$ cat src/rtl/lamp_key_ctrl.sv
// Run/direction/speed controller for an LED chaser: three debounced active-low
// keys drive the mode registers, and a two-level divider produces step_tick.
module lamp_key_ctrl #(
  parameter int DEBOUNCE_CNT = 500000,
  parameter int TICK_100MS   = 2500000
) (
  input  logic       clk,
  input  logic       rst_n,
  input  logic       key_run,
  input  logic       key_dir,
  input  logic       key_spd,
  output logic       run,
  output logic       dir,
  output logic [1:0] speed,
  output logic       step_tick
);

  localparam int DW = (DEBOUNCE_CNT > 1) ? $clog2(DEBOUNCE_CNT) : 1;
  localparam int TW = (TICK_100MS > 1) ? $clog2(TICK_100MS) : 1;
  localparam bit DEB_ONE = (DEBOUNCE_CNT < 2);
  localparam logic [DW-1:0] DEB_LAST  = DW'((DEBOUNCE_CNT >= 2) ? DEBOUNCE_CNT - 2 : 0);
  localparam logic [TW-1:0] TICK_LAST = TW'((TICK_100MS >= 1) ? TICK_100MS - 1 : 0);

  typedef enum logic [1:0] {IDLE, FILT_DN, HELD, FILT_UP} deb_state_t;

  // key index: 0 = run, 1 = dir, 2 = speed
  logic [2:0]  keys;
  logic [2:0]  sync1;
  logic [2:0]  sync2;
  logic [2:0]  press;
  deb_state_t  deb_state [3];
  logic [DW-1:0] deb_cnt [3];

  logic [TW-1:0] base_cnt;
  logic [1:0]    step_cnt;
  logic          base_strobe;

  assign keys = {key_spd, key_dir, key_run};

  always_ff @(posedge clk or negedge rst_n) begin
    if (!rst_n) begin
      sync1 <= '1;
      sync2 <= '1;
    end else begin
      sync1 <= keys;
      sync2 <= sync1;
    end
  end

  // The entry sample into FILT_DN counts as the first low sample, so the
  // counter only needs to reach DEBOUNCE_CNT-2 before the accepting sample;
  // press is decoded from that transition so the mode registers flip on the
  // same edge the FSM enters HELD.
  always_comb begin
    press = '0;
    for (int unsigned k = 0; k < 3; k++) begin
      press[k] = !sync2[k] &&
                 ((deb_state[k] == IDLE && DEB_ONE) ||
                  (deb_state[k] == FILT_DN && deb_cnt[k] == DEB_LAST));
    end
  end

  always_ff @(posedge clk or negedge rst_n) begin
    if (!rst_n) begin
      for (int unsigned k = 0; k < 3; k++) begin
        deb_state[k] <= IDLE;
        deb_cnt[k]   <= '0;
      end
    end else begin
      for (int unsigned k = 0; k < 3; k++) begin
        case (deb_state[k])
          IDLE: begin
            if (!sync2[k]) begin
              deb_cnt[k]   <= '0;
              deb_state[k] <= DEB_ONE ? HELD : FILT_DN;
            end
          end
          FILT_DN: begin
            if (sync2[k])
              deb_state[k] <= IDLE;
            else if (deb_cnt[k] == DEB_LAST)
              deb_state[k] <= HELD;
            else
              deb_cnt[k] <= deb_cnt[k] + DW'(1);
          end
          HELD: begin
            if (sync2[k]) begin
              deb_cnt[k]   <= '0;
              deb_state[k] <= DEB_ONE ? IDLE : FILT_UP;
            end
          end
          FILT_UP: begin
            if (!sync2[k])
              deb_state[k] <= HELD;
            else if (deb_cnt[k] == DEB_LAST)
              deb_state[k] <= IDLE;
            else
              deb_cnt[k] <= deb_cnt[k] + DW'(1);
          end
          default: deb_state[k] <= IDLE;
        endcase
      end
    end
  end

  always_ff @(posedge clk or negedge rst_n) begin
    if (!rst_n) begin
      run   <= 1'b1;
      dir   <= 1'b0;
      speed <= '0;
    end else begin
      run   <= run ^ press[0];
      dir   <= dir ^ press[1];
      speed <= speed + {1'b0, press[2]};
    end
  end

  assign base_strobe = run && (base_cnt == TICK_LAST);

  // A speed change restarts the step count but leaves the base phase alone.
  always_ff @(posedge clk or negedge rst_n) begin
    if (!rst_n) begin
      base_cnt  <= '0;
      step_cnt  <= '0;
      step_tick <= 1'b0;
    end else begin
      step_tick <= base_strobe && (step_cnt == speed);
      if (run)
        base_cnt <= base_strobe ? '0 : base_cnt + TW'(1);
      if (press[2])
        step_cnt <= '0;
      else if (base_strobe)
        step_cnt <= (step_cnt == speed) ? '0 : step_cnt + 2'd1;
    end
  end

endmodule

$ cat config.mk
export PLATFORM = sky130hd
export DESIGN_NAME = lamp_key_ctrl
export DESIGN_NICKNAME = d
export VERILOG_FILES = /design/src/rtl/lamp_key_ctrl.sv
export SDC_FILE = /design/constraint.sdc
export NUM_CORES = 1
export LEC_CHECK = 0
export CAP_MARGIN = 20
export CORE_MARGIN = 2
export CORE_UTILIZATION = 35
export CTS_BUF_LIST = sky130_fd_sc_hd__clkbuf_4 sky130_fd_sc_hd__clkbuf_8
export DETAILED_ROUTE_END_ITERATION = 7
export PLACE_DENSITY = 0.46
export SLEW_MARGIN = 20
export SYNTH_ARGS = -nofsm -noshare
export SYNTH_HDL_FRONTEND = slang
export SYNTH_SLANG_ARGS = --single-unit
$ cat constraint.sdc
create_clock -name clk -period 2.7 [get_ports clk]
set_clock_uncertainty 0.1 [all_clocks]
set_input_delay 0.27 -clock clk [delete_from_list [all_inputs] [get_ports clk]]
set_output_delay 0.27 -clock clk [all_outputs]
set_load 0.03 [all_outputs]
# ---- After elaboration in Yosys (flattened, before gate mapping)
# Cells that the tools add are included.
dict set report word_totals {
  reg_bits 98
  memories 0
  out_inout_bits 5
  mem_bits_ro 0
  latch_bits 0
  mem_bits_rw 0
  inputBits 5
}
dict set report op_classes {
  bitwise 2
  div 0
  n_reduce_logical 21
  mul 0
  addsub 6
  n_eq_ne 32
  n_mux 43
  shift 0
  order_cmp 0
}
# op count
set ops {}
lappend ops {{$mux 19} 15}
lappend ops {{$pmux 19 s4} 3}
lappend ops {{$add 19x1->19 const B} 3}
lappend ops {{$eq 19x19->1 const B} 3}
lappend ops {{$mux 2} 21}
lappend ops {{$ne 2x2->1 const B} 12}
lappend ops {{$pmux 2 s4} 3}
lappend ops {{$reduce_and 4->1} 6}
lappend ops {{$add 22x1->22 const B} 1}
lappend ops {{$eq 22x22->1 const B} 1}
lappend ops {{$mux 22} 1}
lappend ops {{$eq 2x2->1 const B} 6}
lappend ops {{$ne 3x2->1 const B} 3}
lappend ops {{$ne 3x3->1 const B} 3}
lappend ops {{$logic_and 1x1->1} 8}
lappend ops {{$eq 2x1->1 const B} 3}
lappend ops {{$logic_not 2->1} 3}
lappend ops {{$logic_not 1->1} 3}
lappend ops {{$add 2x1->2} 1}
lappend ops {{$add 2x1->2 const B} 1}
lappend ops {{$eq 2x2->1} 1}
lappend ops {{$reduce_bool 2->1} 1}
lappend ops {{$xor 1x1->1} 2}

# ---- Depth between registers and ports, before layout
dict set report depth {
  word_depth 4
  ltp_mapped 8
  mapped_depth_nobuf 8
}

# ---- Worst setup path after synthesis
# Ideal clock, no wire load.
dict set report synth_timing {
  kind {register -> register}
  startpoint {reg run}
  endpoint {reg step_cnt[0]}
  arrival_ns 2.001
  setup_time_ns 0.132
  path_stages_with_launch 9
  slack_ns 0.467
  cell_sequence {dfstp_2 buf_2 and4_1 clkbuf_1 nand4_1 nor3_2 buf_2 mux2i_1 nor2_1}
}
dict set report synth_between {
  elab_chain_cells 2
}
# item line_no
set synth_rtl {}
lappend synth_rtl {{start: declaration} 12} ;# output logic run,
lappend synth_rtl {{start signal: assignment} 112} ;# run <= run ^ press[0];
lappend synth_rtl {{$logic_and 1x1->1} 118} ;# assign base_strobe = run && (base_cnt == TICK_LAST);
lappend synth_rtl {{$reduce_bool 2->1 (no line)} -}
lappend synth_rtl {{end signal: assignment} 133} ;# step_cnt <= (step_cnt == speed) ? '0 : step_cnt + 2'd1;
lappend synth_rtl {{end: declaration} 35} ;# logic [1:0] step_cnt;
# No other way between the ends.
# A chain may end at the register's enable or synchronous reset.

# ---- Worst setup path after layout
dict set report layout_timing {
  startpoint {reg deb_cnt[1] in the netlist's numbering}
  endpoint {reg deb_cnt[16] in the netlist's numbering}
}
dict set report layout_between {
  elab_chain_cells 4
}
# item line_no
set layout_rtl {}
lappend layout_rtl {{start: declaration} 32} ;# logic [DW-1:0] deb_cnt [3];
lappend layout_rtl {{start signal: indexed assignment} 84} ;# deb_cnt[k] <= deb_cnt[k] + DW'(1);
lappend layout_rtl {{start signal: indexed assignment} 98} ;# deb_cnt[k] <= deb_cnt[k] + DW'(1);
lappend layout_rtl {{$add 19x1->19 / $eq 19x19->1 (equally long branches)} -}
lappend layout_rtl {{$mux 19 *} {81, 95}}
lappend layout_rtl {{$mux 19, on equally long branches} {93, 79}}
lappend layout_rtl {{$pmux 19 s4 *} 71} ;# case (deb_state[k])
# Mark *: on every way between the ends. The rest lies on a longest branch, timed or not. The select of a mux whose other input is x is not followed.

==> results.md <==
- The max-cap check violation count is 0.
- The most used flip-flop cell after synthesis is sky130_fd_sc_hd__dfrtp_1.
- After routing, the total negative slack on setup checks comes to 0 ps.
- The worst setup path is launched from a flip-flop.
- The setup slack on the worst flop-to-flop path is between 400 and 500 ps.
- The routed length per placed instance is 15.3 microns.
- In the post-synthesis netlist, the biggest area contributors are sky130_fd_sc_hd__dfrtp_1, sky130_fd_sc_hd__nand2_1, sky130_fd_sc_hd__xor2_1.
- The half-perimeter wire length after detailed placement is 7.69 mm.
- Synthesis inferred approximately 100 register bits.
- The final cycle utilization of the critical path is 0.836.
- The first global-routing pass estimated about 20 mm of wire.
- The power density normalized to cell area is 475 nW/um^2.
- The count of unique library cells instantiated by Yosys is 61.
- The critical register-to-register path startpoint is deb_cnt[1].
- The kind of end point of the critical path is a flip-flop.
- The global placement routability congestion is 0.805.
- The endpoint identified for the worst register-to-register timing path is deb_cnt[16].
- The count of flip-flops with a built-in enable after synthesis is 0.
- For this configuration, the core starts out at a cell density of 0.361.
- The hold violation total from the final report is 0.
- The start point of the critical path is deb_cnt[1].
- The relative slew slack is 0.536.
- The core region is 14600 sq um.
- At the later pin of the worst-skew pair, clock insertion delay measures roughly 380 ps.
- The die covers roughly 16000 sq um.
- The sequential fraction of the synthesis area is 0.468.
- Of the total power, the share spent switching nets is 0.264.
- The number of nets in the synthesized netlist is 563.
- The maximum number of pins on one net before global-route repair is 50.
- The cell with the most instances after synthesis is sky130_fd_sc_hd__dfrtp_1.
- The flow ran to the end, and the final reports show no timing, DRC or antenna violations.
- The horizontal die dimension is 127 microns.
- The final critical path time including I/O delays and setup is 2260 ps.
- The worst-case reg-to-reg path depth is 7.
- The CTS H-tree depth is 3.
- Counting every instance in the synthesized netlist gives between 500 and 600.
- The clock tree from TritonCTS is yes.
- The top-area cell type share of the netlist area is 0.433.
- In this run the static leakage power is around 0.0025 uW.
- For this design the top-level I/O count stands at 10.
- The design internal power is between 2000 and 2500 uW.
- The data arrival at the endpoint of the critical path is 2430 ps.
- The share of post-route cells with drive strength above 1 is 0.0982.
- The total number of vias is between 4k and 5k.
- The number of global-route vias before repair is 3972.
- The proportion of power drawn by the clock network is 0.363.
- The number of clock buffers inserted by TritonCTS is 9.
- Setup repair after global routing left no endpoint under its margin.
- The count of yosys warnings during synthesis is 0.
- Averaged over all synthesized cells, the footprint is 9.57 sq um.
- The clock passes through at most 2 buffers.
- The number of gates resized after CTS was 0.
- The number of nets in the layout is a little under 600.
- The number of antenna violations at the first check in global routing is 0.
- The number of buffer cells added on primary ports is 9.
- The cell area after synthesis is 5260 sq um.
- Clock tree synthesis selected as its root buffer the cell sky130_fd_sc_hd__clkbuf_8.
- Following the worst setup path forward leads to its endpoint at deb_cnt[16].
- The worst vdd rail ir drop is around 280 uV.
- The total net switching power is 734 uW.
- The largest area contributor in the synthesized netlist is sky130_fd_sc_hd__dfrtp_1.
- The final antenna diode count is 0.
- For this run, asynchronously set or reset flops after synthesis account for 1.00.
- The highest achievable clock rate is approximately 0.44 GHz.
- Once placement finished, the instance area stood at 5640 sq um.
- The total count of max-transition violations in the final report is 0.
- The DRC violation count after routing is 0.
- STA puts the critical path data required time at ~2900 ps.
- The final global-route overflow total is 0.
- The detailed-router iteration count before antenna repair is 5.
- The final standard cell area without fillers is approximately 5900 sq um.
- In the synthesized netlist, the cells that appear most often are sky130_fd_sc_hd__dfrtp_1, sky130_fd_sc_hd__nand2_1, sky130_fd_sc_hd__nor2_1.
- The clock-pin slew on the worst setup and hold paths is 100 ps.
- Once detail routing completed, the nets flagged for antenna violations numbered 0.
- After floorplanning, the core was divided into 44 placement rows.
- After detailed routing, the number of vias per cell comes to 5.48.
- In this run the worst path has a maximum fanout of 6.
- In this run the vertical extent of the chip is roughly 130 microns.
- The hold path startpoint is key_run.
- The share of total power dissipated in combinational logic is 0.067.
- The slew of the pin with the lowest slew margin is 693 ps.
- The count of clock tree sinks is 98.
- The area growth from synthesis to layout is 11.3%.
- The global-route usage over all layers is 0.154.
- The kind of critical path is flip-flop to flip-flop.
- The detailed router's first-iteration violation count is 271.
- The setup violation total in the final timing report is 0.
- The share of power burned in registers is 0.569.
- The worst hold path class is input port to flip-flop.
- The final routed wirelength across all metal layers is 11.5 mm.
## worst max-delay path, stage by stage, from the launching register on
cell and delay, ps:
sky130_fd_sc_hd__dfrtp_1 440, sky130_fd_sc_hd__ha_1 250, sky130_fd_sc_hd__and3_1 270, sky130_fd_sc_hd__nand2_1 140, sky130_fd_sc_hd__a2111oi_0 460, sky130_fd_sc_hd__buf_4 200, sky130_fd_sc_hd__nor2_1 40, sky130_fd_sc_hd__a221o_1 250
## per-layer routing
layer	routed length, microns	GRT usage
met3	389	0.0388
met1	5750	0.219
met2	5260	0.233
met4	150	0.0420
met5	0	0
## layout by cell type (no fill, tap or decap), types with 8 or more instances in the layout
cell type                         count
sky130_fd_sc_hd__a21oi_1             11
sky130_fd_sc_hd__a22o_1               9
sky130_fd_sc_hd__and3_1              12
sky130_fd_sc_hd__and4_1               8
sky130_fd_sc_hd__buf_4               19
sky130_fd_sc_hd__clkbuf_8             9
sky130_fd_sc_hd__clkdlybuf4s50_1      8
sky130_fd_sc_hd__dfrtp_1             91
sky130_fd_sc_hd__ha_1                 8
sky130_fd_sc_hd__inv_1               17
sky130_fd_sc_hd__mux2i_1             20
sky130_fd_sc_hd__nand2_1             63
sky130_fd_sc_hd__nand3_1             38
sky130_fd_sc_hd__nand4_1             17
sky130_fd_sc_hd__nor2_1              47
sky130_fd_sc_hd__nor3_1              11
sky130_fd_sc_hd__o211ai_1            10
sky130_fd_sc_hd__o21ai_0             23
sky130_fd_sc_hd__or3_1                9
sky130_fd_sc_hd__xnor2_1             12
sky130_fd_sc_hd__xor2_1              21
## power by group through the flow
stage                     registers (uW)  clock network, uW  logic, uW
after floorplan                     1580                  0        124
after global placement              1610                  0        189
after detailed placement            1610                  0        191
after CTS                           1580               1070        193
after global routing                1590               1120        215
final                               1580               1010        187
## what timing repair did
action	in CTS	in global routing
hold buffers	1	0
setup buffers	0	0
endpoints found under the hold margin	27	0
## metrics by stage
| step | std cells | worst slack [ps] | util | hold WS, ps | total power, uW |
|---|---|---|---|---|---|
| final | 754 | 442 | 0.401 | 186 | 2780 |
| after global routing | 754 | 205 | 0.401 | 162 | 2930 |
| after CTS | 754 | 411 | 0.401 | 153 | 2840 |
| after detailed placement | 737 | 431 | 0.387 | 153 | 1800 |
| after global placement | 737 | 400 | 0.387 | 146 | 1800 |
| after floorplan | 550 | 467 | - | -126 | 1710 |
## area by class of cell
type / instances / area, sq um
Timing Repair Buffer: 29 / 253
Fill cell: 1435 / 8730
Sequential cell: 98 / 2460
Inverter: 17 / 63.8
Clock inverter: 5 / 63.8
Tap cell: 184 / 230
Multi-Input combinational cell: 410 / 2650
Clock buffer: 11 / 139
## logic make-up after synthesis
logic type | synth area share
AOI/OAI and AO/OA | 0.125
xor gates and xnor gates | 0.0582
adders and majority gates | 0.0190
buffers and inverters | 0.0323
DFF | 0.468
muxes | 0.0445
and+or+nand+nor | 0.253
## worst min-delay path by stage
stage / cells past startpoint / to
final: 1 / sync1[0]
after global placement: 1 / base_cnt[14]
after global routing: 1 / sync1[2]
after CTS: 1 / sync1[0]
after floorplan: 0 / async pin
after detailed placement: 1 / base_cnt[14]
## flip-flops by register name (all words and copies together) (netlist names), named ones only
name / count
step_cnt: 2
deb_cnt: 57
run: 1
speed: 2
dir: 1
sync1: 3
base_cnt: 22
sync2: 3
deb_state: 3
step_tick: 1
Note: power is estimated with default switching activity, not from simulation.
